<file path="config.mk">
export PLATFORM = sky130hd
export DESIGN_NAME = mulalu
export DESIGN_NICKNAME = d
export VERILOG_FILES = /design/src/rtl/mulalu_pkg.sv /design/src/rtl/mulalu_step.sv /design/src/rtl/mulalu.sv
export SDC_FILE = /design/constraint.sdc
export NUM_CORES = 1
export LEC_CHECK = 0
export CAP_MARGIN = 10
export CELL_PAD_IN_SITES_DETAIL_PLACEMENT = 1
export CELL_PAD_IN_SITES_GLOBAL_PLACEMENT = 1
export CORE_MARGIN = 5
export CORE_UTILIZATION = 41
export DETAILED_ROUTE_END_ITERATION = 12
export PLACE_DENSITY = 0.88
export SYNTH_ARGS = -nofsm -noshare
export SYNTH_HDL_FRONTEND = slang
export SYNTH_SLANG_ARGS = --single-unit
</file>
<file path="constraint.sdc">
create_clock -name clk -period 8.3 [get_ports clk]
set_clock_uncertainty 0.15 [all_clocks]
set_input_delay 1.66 -clock clk [delete_from_list [all_inputs] [get_ports clk]]
set_output_delay 1.66 -clock clk [all_outputs]
set_load 0.02 [all_outputs]
</file>
<file path="src/rtl/mulalu_pkg.sv">
// Shared types and constants for the iterative multiply/divide unit.
// FUNC codes come from defines.vh when it is included first; otherwise local fallbacks apply.
`ifndef FUNC_MUL
`define FUNC_MUL 5'b11000
`endif
`ifndef FUNC_DIV
`define FUNC_DIV 5'b11010
`endif

package mulalu_pkg;

   typedef enum logic [1:0] {
      IDLE,
      BUSY,
      DONE
   } state_e;

   localparam int unsigned ITERATIONS = 32;
   localparam logic [31:0] DIV0_QUOT  = 32'hFFFF_FFFF;
   localparam logic [4:0]  FUNC_MUL_C = `FUNC_MUL;
   localparam logic [4:0]  FUNC_DIV_C = `FUNC_DIV;

endpackage

</file>
<file path="src/rtl/mulalu_step.sv">
// One combinational iteration: MSB-first shift-add multiply or restoring shift-subtract divide.
module mulalu_step #(
   parameter int unsigned W = 32
) (
   input  logic         op_div_i,
   input  logic [W-1:0] hi_i,
   input  logic [W-1:0] lo_i,
   input  logic [W-1:0] mplier_i,
   input  logic [W-1:0] opnd_i,
   output logic [W-1:0] hi_o,
   output logic [W-1:0] lo_o,
   output logic [W-1:0] mplier_o
);

   logic [2*W-1:0] prod;
   logic [W:0]     trial;
   logic [W:0]     diff;

   always_comb begin
      hi_o     = hi_i;
      lo_o     = lo_i;
      mplier_o = mplier_i;
      prod     = '0;
      trial    = '0;
      diff     = '0;
      if (op_div_i) begin
         // hi holds the partial remainder, lo shifts the dividend out and the quotient in
         trial = {hi_i, lo_i[W-1]};
         diff  = trial - {1'b0, opnd_i};
         if (!diff[W]) begin
            hi_o = diff[W-1:0];
            lo_o = {lo_i[W-2:0], 1'b1};
         end else begin
            hi_o = trial[W-1:0];
            lo_o = {lo_i[W-2:0], 1'b0};
         end
      end else begin
         prod = ({hi_i, lo_i} << 1) + (mplier_i[W-1] ? {{W{1'b0}}, opnd_i} : {(2*W){1'b0}});
         hi_o     = prod[2*W-1:W];
         lo_o     = prod[W-1:0];
         mplier_o = {mplier_i[W-2:0], 1'b0};
      end
   end

endmodule

</file>
<file path="src/rtl/mulalu.sv">
// Iterative MULT/MULTU/DIV/DIVU unit for the EX stage; stalls the pipe for 33 cycles,
// then presents a hi/lo write held while the pipeline is stalled elsewhere.
module mulalu
   import mulalu_pkg::*;
#(
   parameter int unsigned DATA_WIDTH = ITERATIONS
) (
   input  logic                  clk,
   input  logic                  rst,
   input  logic                  mulalu_sign,
   input  logic [4:0]            mulalu_func,
   input  logic [DATA_WIDTH-1:0] source_a,
   input  logic [DATA_WIDTH-1:0] source_b,
   input  logic                  pipe_stall,
   input  logic                  flush,
   output logic                  stall,
   output logic                  hi_write,
   output logic [DATA_WIDTH-1:0] hi_write_data,
   output logic                  lo_write,
   output logic [DATA_WIDTH-1:0] lo_write_data
);

   localparam int unsigned W  = DATA_WIDTH;
   localparam int unsigned CW = $clog2(DATA_WIDTH);

   state_e         state_q, state_d;
   logic [CW-1:0]  cnt_q, cnt_d;
   logic           op_div_q, op_div_d;
   logic           sgn_q, sgn_d;
   logic           sa_q, sa_d;
   logic           sb_q, sb_d;
   logic           rel_q;
   logic [W-1:0]   hi_q, hi_d;
   logic [W-1:0]   lo_q, lo_d;
   logic [W-1:0]   mplier_q, mplier_d;
   logic [W-1:0]   opnd_q, opnd_d;
   logic [W-1:0]   a_raw_q, a_raw_d;
   logic [W-1:0]   hi_res_q, hi_res_d;
   logic [W-1:0]   lo_res_q, lo_res_d;

   logic [W-1:0]   step_hi, step_lo, step_mplier;
   logic [W-1:0]   abs_a, abs_b;
   logic [2*W-1:0] prod_fix;
   logic           start, neg_res;

   mulalu_step #(.W(W)) u_step (
      .op_div_i (op_div_q),
      .hi_i     (hi_q),
      .lo_i     (lo_q),
      .mplier_i (mplier_q),
      .opnd_i   (opnd_q),
      .hi_o     (step_hi),
      .lo_o     (step_lo),
      .mplier_o (step_mplier)
   );

   // rel_q masks a start during reset and the first cycle after release
   assign start   = (mulalu_func != 5'd0) & ~flush & ~rel_q;
   assign abs_a   = (mulalu_sign & source_a[W-1]) ? -source_a : source_a;
   assign abs_b   = (mulalu_sign & source_b[W-1]) ? -source_b : source_b;
   assign neg_res = sgn_q & (sa_q ^ sb_q);

   always_comb begin
      state_d  = state_q;
      cnt_d    = cnt_q;
      op_div_d = op_div_q;
      sgn_d    = sgn_q;
      sa_d     = sa_q;
      sb_d     = sb_q;
      hi_d     = hi_q;
      lo_d     = lo_q;
      mplier_d = mplier_q;
      opnd_d   = opnd_q;
      a_raw_d  = a_raw_q;
      hi_res_d = hi_res_q;
      lo_res_d = lo_res_q;
      prod_fix = '0;
      stall    = 1'b0;
      hi_write = 1'b0;
      lo_write = 1'b0;

      case (state_q)
         IDLE: begin
            if (start) begin
               stall    = 1'b1;
               state_d  = BUSY;
               cnt_d    = '0;
               op_div_d = (mulalu_func == FUNC_DIV_C);
               sgn_d    = mulalu_sign;
               sa_d     = mulalu_sign & source_a[W-1];
               sb_d     = mulalu_sign & source_b[W-1];
               a_raw_d  = source_a;
               hi_d     = '0;
               if (mulalu_func == FUNC_DIV_C) begin
                  lo_d     = abs_a;
                  opnd_d   = abs_b;
                  mplier_d = '0;
               end else begin
                  lo_d     = '0;
                  opnd_d   = abs_a;
                  mplier_d = abs_b;
               end
            end
         end
         BUSY: begin
            stall    = 1'b1;
            hi_d     = step_hi;
            lo_d     = step_lo;
            mplier_d = step_mplier;
            cnt_d    = cnt_q + 1'b1;
            if (cnt_q == CW'(W - 1)) begin
               state_d = DONE;
               // Final iteration result goes straight to the result registers with sign fix-up
               if (!op_div_q) begin
                  prod_fix = neg_res ? -{step_hi, step_lo} : {step_hi, step_lo};
                  hi_res_d = prod_fix[2*W-1:W];
                  lo_res_d = prod_fix[W-1:0];
               end else if (opnd_q == '0) begin
                  hi_res_d = a_raw_q;
                  lo_res_d = W'(DIV0_QUOT);
               end else begin
                  lo_res_d = neg_res ? -step_lo : step_lo;
                  hi_res_d = (sgn_q & sa_q) ? -step_hi : step_hi;
               end
            end
         end
         DONE: begin
            hi_write = 1'b1;
            lo_write = 1'b1;
            if (!pipe_stall) state_d = IDLE;
         end
         default: state_d = IDLE;
      endcase

      if (flush) begin
         stall    = 1'b0;
         hi_write = 1'b0;
         lo_write = 1'b0;
         state_d  = IDLE;
      end
   end

   always_ff @(posedge clk or posedge rst) begin
      if (rst) rel_q <= 1'b1;
      else     rel_q <= 1'b0;
   end

   always_ff @(posedge clk or posedge rst) begin
      if (rst) begin
         state_q  <= IDLE;
         cnt_q    <= '0;
         op_div_q <= 1'b0;
         sgn_q    <= 1'b0;
         sa_q     <= 1'b0;
         sb_q     <= 1'b0;
         hi_q     <= '0;
         lo_q     <= '0;
         mplier_q <= '0;
         opnd_q   <= '0;
         a_raw_q  <= '0;
         hi_res_q <= '0;
         lo_res_q <= '0;
      end else begin
         state_q  <= state_d;
         cnt_q    <= cnt_d;
         op_div_q <= op_div_d;
         sgn_q    <= sgn_d;
         sa_q     <= sa_d;
         sb_q     <= sb_d;
         hi_q     <= hi_d;
         lo_q     <= lo_d;
         mplier_q <= mplier_d;
         opnd_q   <= opnd_d;
         a_raw_q  <= a_raw_d;
         hi_res_q <= hi_res_d;
         lo_res_q <= lo_res_d;
      end
   end

   assign hi_write_data = hi_res_q;
   assign lo_write_data = lo_res_q;

endmodule

</file>
==> results.cfg, run 1 <==
[outcome]
outcome = finished clean

[routing]
vias_per_cell = 6.56
ant_nets = 0
drc_errors = 0
drt-total-wl_mm = 83.4
routedWlPerCell_um = 26.2
dr.pass1.iters = 6
vias = 20895
first_iter_violations = 2256

[setup_path]
cp.required_ns = 8.64
arrival_ns = 6.96
criticalPathCategory = reg -> reg
cp-end-kind = flop
critPathMaxFanout = 11
start_kind = flop
path_cells = inv_1 > ha_1 > inv_1 > fa_1 > a211oi_1 > o211a_1 > o31ai_1 > o21ai_0 > a2111oi_2 > buf_4 > nor2_1 > ha_1 > nand3_1 > or2_2 > nor4_1 > and3_1 > nor3b_1 > and3_1 > and2_1 > a21oi_1 > xnor2_1 > a221o_1
slowest_delay_ns = 0.59
slowest_stage = nor3b_1

[clock_tree]
cts_inserted_buffers = 29
cts_setup_buffers = 0
root_buffer = clkbuf_16
post_cts_resized = 0
clkTransAtPathRegs_ns = 0.07
htree_levels = 1
cts_tree = yes
clk_latency_ns = 0.61
cts.path.max_buffers = 3
ctsHoldBuffers = 0
cts_sinks = 236

[pwr]
vdd_drop_max_uv = 185
p_total_mw = 5.89
powerDensity_nw_per_um2 = 263
p_leak_nw = 9.35

[die]
num_rows = 79
die_area_sq_um = 52000
io-pin-count = 141
initial_core_util_pct = 41.7
core_sq_um = 46800
die_h_um = 228
fp.dieW_um = 228

[grt]
track_usage_pct = 30.5
grt_overflow_total = 0
first_global_vias = 21238
grt_max_degree = 145
grt_antenna_before_repair = 1
grt_pass1_wl_mm = 127

[final_layout]
drive_above_1_share_pct = 6.36
area_growth_pct = 15.1
final_area_sq_um = 22400
n_fill_cell = 5640
nets = 2700
multi_input_area_sq_um = 12800
seq_area_sq_um = 5910
insertedDiodeCount = 0

[synth]
synth_common_cells = nand2_1, a21oi_1, nor2_1
syn_inst = 2496
synth_area_sq_um = 19500
synth_edf_count = 0
yosysUniqueCellTypes = 111
ys_top_cells_by_area = dfrtp_1, nand2_1, a21oi_1
ys.flop_type = dfrtp_1
yosysSeqAreaShare_pct = 30.3
synth_nets = 2641
synth-seq-cells = 236
synth_top_area_share_pct = 30.2
async_flop_share_pct = 100
yosys.cell_count.top_type = nand2_1
synth.avg_cell_area_sq_um = 7.80
yosysWarningCount = 0
synth_top_area_cell = dfrtp_1

[sta]
timing_hold_violations_final = 0
timing.final.crit_period_ns = 6.62
slew_viol_final = 0
fmax_mhz = 151
period_share_pct = 79.8
relSlewSlack_pct = 12.8
tightest_slew_ns = 1.29
rsz0062_at_grt = no
setup_viol = 0
tns_ns = 0

[place]
routabilityCongestion = 1.01
placed_cell_area_sq_um = 21400
dpl.hpwl_mm = 63.5
portBuffers = 140

[run]
maxCapViolCount = 0

[worst_hold_path]
holdCritPathClass = reg -> reg
## state kept, by name, indices dropped and copies added, names as in the netlist
| name | flops |
|---|---|
| a_raw_q | 32 |
| op_div_q | 1 |
| hi_q | 32 |
| lo_write_data | 32 |
| hi_write_data | 32 |
| opnd_q | 32 |
| state_q | 2 |
| lo_q | 32 |
| mplier_q | 32 |
| sgn_q | 1 |
| rel_q | 1 |
| sa_q | 1 |
| cnt_q | 5 |
| sb_q | 1 |
## area by class of cell
| type | instances | area share [%] |
|---|---|---|
| multi-input cells | 2049 | 57.0 |
| repair buffers | 177 | 7.58 |
| clock inverters | 20 | 1.17 |
| clock buffers | 34 | 3.41 |
| flip-flops and latches | 236 | 26.4 |
| inverters | 62 | 1.07 |
| well taps | 607 | 3.39 |
## critical path, delay by kind of cell (launching register included)
kind,cells,cell delay [ns]
XOR/XNOR,1,0.18
adder cells (fa/ha/maj),3,0.84
AO/OA/AOI/OAI,7,1.64
buffers and inverters,3,0.49
flip-flops,1,0.45
AND/OR/NAND/NOR,8,2.81
## placed cells by master (no fill, tap or decap), drive strengths merged, types with 45 or more instances in the layout
master / n
a21oi: 246
and2: 57
clkdlybuf4s50: 140
dfrtp: 235
ha: 69
inv: 66
nand2: 353
nand4: 45
nor2: 239
nor3: 60
o21ai: 199
xnor2: 99
xor2: 83
## report_power, final
| group | internal, mW | switching [mW] |
|---|---|---|
| Clock | 0.822 | 0.575 |
| Combinational | 0.989 | 1.86 |
| Sequential | 1.35 | 0.298 |
## worst paths after layout
kind,start,end,slack (ns),cells past startpoint
max in group asynchronous,rst,hi_write_data[31],5.26,3
worst min-delay path,a_raw_q[27],a_raw_q[27],0.34,2
worst min register to register,a_raw_q[27],a_raw_q[27],0.34,2
min in group asynchronous,rst,lo_q[7],1.46,2
worst max register to register,lo_q[31],hi_write_data[20],1.68,22
worst max-delay path,lo_q[31],hi_write_data[20],1.68,22
## routing by layer
metal / track usage, % / wire length (um) / vias up
met4: 13.3 / 4290 / 0
li1: - / - / 9230
met1: 40.8 / 34500 / 10434
met2: 49.2 / 37700 / 1022
met3: 4.84 / 6880 / 209
met5: 0 / 0 / -
## kinds of logic after synthesis
group                      count (synthesis)  share of synthesized area (%)
and+or+nand+nor                          959                           23.6
AOI/OAI and AO/OA                        798                           26.9
adders and majority gates                 71                           4.64
buffers and inverters                    211                           4.31
xor gates and xnor gates                 182                           8.18
DFF                                      236                           30.3
muxes                                     38                           2.02
other                                      1                         0.0193
## per-stage QoR
stage / util (%) / hold WS (ns) / cells / setup slack, ns
after floorplan: - / 0.290 / 2496 / 0.0170
after global placement: 45.7 / 0.310 / 3130 / 2.00
after detailed placement: 45.7 / 0.320 / 3130 / 1.77
after CTS: 47.9 / 0.336 / 3184 / 1.75
after global routing: 47.9 / 0.367 / 3185 / 1.25
final: 47.9 / 0.339 / 3185 / 1.68
No activity file was read; power rests on OpenSTA's default activity.
==> run 2, diff against run 1 <==
Clock period 8.3 ns to 6 ns, I/O delays scaled along.
==> run 2 against run 1 <==
Global-route usage is 2.2 points higher. Final cell count is 2.4% higher. Core utilization is 1.3 points higher. Total power is 44% higher. Critical path type unchanged. Largest power group unchanged.
==> results.cfg, run 2 (synthesized netlist as in run 1, its figures left out) <==
[setup_path]
slowest_delay_ns = 0.77
critPathMaxFanout = 22
arrival_ns = 6.14
cp-end-kind = flop
crit_family = compound AO/OA/AOI/OAI gates
slowest_stage = a2111oi_1
path_cells = and2_1 > ha_1 > and2_1 > nand3_1 > a21boi_0 > o2111ai_1 > a2111oi_1 > a221oi_2 > nand2b_1 > or4_4 > or4_4 > o211ai_2 > o31ai_1 > o32a_1
criticalPathCategory = reg -> reg
cp.required_ns = 6.34
start_kind = flop
crit_buf_inv = 0

[final_layout]
area_growth_pct = 18.2
final_area_sq_um = 23000
nets = 2777
final_common_cell = nand2_1
insertedDiodeCount = 0
fin_cells = 3261
drive_above_1_share_pct = 9.34
final_cell_mix = nand2_1, a21oi_1, nor2_1, dfrtp_1, o21ai_0
fin_util_pct = 49.2

[place]
placed_cell_area_sq_um = 21900
dp_cells = 3206
dpl.hpwl_mm = 68.5
routabilityCongestion = 1.03
portBuffers = 140

[grt]
track_usage_pct = 32.7
grt_max_degree = 94
first_global_vias = 22271
grt_pass1_wl_mm = 135
grt_overflow_total = 0
grt_antenna_before_repair = 5

[sta]
fmax_mhz = 172
timing.final.crit_period_ns = 5.80
rsz0062_at_grt = no
slew_viol_final = 0
tightest_slew_ns = 1.16
period_share_pct = 96.6
tns_ns = 0
relSlewSlack_pct = 22.8
setup_viol = 0
timing_hold_violations_final = 0

[outcome]
outcome = finished clean

[routing]
dr.pass1.iters = 8
drt-total-wl_mm = 88.4
first_iter_violations = 2199
vias = 21202
drc_errors = 0
ant_nets = 0
vias_per_cell = 6.50
routedWlPerCell_um = 27.1

[die]
io-pin-count = 141
die_h_um = 228
fp.dieW_um = 228
initial_core_util_pct = 41.7
num_rows = 79
die_area_sq_um = 52000
core_sq_um = 46800

[clock_tree]
cts_tree = yes
ctsHoldBuffers = 0
clkTransAtPathRegs_ns = 0.06
clk_latency_ns = 0.61
htree_levels = 1
cts_setup_buffers = 0
cts_sinks = 236
cts_inserted_buffers = 30
cts.path.max_buffers = 3
root_buffer = clkbuf_16

[pwr]
powerDensity_nw_per_um2 = 368
vdd_drop_max_uv = 249
p_total_mw = 8.47
p_leak_nw = 9.71

[worst_hold_path]
holdCritPathClass = reg -> reg

[run]
maxCapViolCount = 0
-- run 2: cell types whose count changed in the layout (fill, tap and decap cells not counted), sizes merged --
cell and delta:
clkinvlp +2, buf +76, inv -4, bufinv -2, clkbuf +2, clkinv +2
-- run 2: worst paths after layout --
path	endpoint	cells past startpoint	startpoint	slack, ns
worst max-delay path	hi_write_data[27]	14	mplier_q[31]	0.20
worst min-delay path	a_raw_q[27]	2	a_raw_q[27]	0.33
worst max register to register	hi_write_data[27]	14	mplier_q[31]	0.20
worst min register to register	a_raw_q[27]	2	a_raw_q[27]	0.33
max in group asynchronous	cnt_q[3]	3	rst	3.83
min in group asynchronous	mplier_q[6]	2	rst	0.81
-- run 2: layout make-up --
| cell class | instances | area [sq um] |
|---|---|---|
| fillers | 5689 | 23700 |
| flip-flops and latches | 236 | 5910 |
| well taps | 607 | 759 |
| repair buffers | 253 | 2280 |
| inverters | 62 | 236 |
| clock inverters | 18 | 204 |
| multi-input cells | 2049 | 12800 |
| clock buffers | 36 | 813 |
-- run 2: report_power, final --
part | switching, mW | internal, mW | total (mW)
logic | 2.79 | 1.55 | 4.35
clock network | 0.813 | 1.10 | 1.91
registers | 0.346 | 1.86 | 2.21
-- run 2: what timing repair did --
item	in CTS	in global routing
hold endpoints to repair	0	0
gates resized for setup	0	8
endpoints found under the setup margin	0	25
-- run 2: through the flow --
step	hold slack [ns]	setup slack, ns
after CTS	0.327	0.0302
after detailed placement	0.312	0.0833
after global placement	0.304	0.304
after global routing	0.354	0.00249
after floorplan	0.290	0.748
final	0.327	0.201
-- run 2: metal layers --
layer	vias up	wire length, um	GRT usage (%)
li1	9357	-	-
met1	10606	35700	42.2
met2	981	39800	52.6
met3	256	7200	6.22
met4	2	5690	16.9
met5	-	13	0
-- run 2: worst reg2reg max path, delay by kind of cell, from the launching register on --
kind            cells  cell delay [ns]
compound gates      7             2.60
simple gates        6             1.98
flops               1             0.56
fa+ha+maj           1             0.39
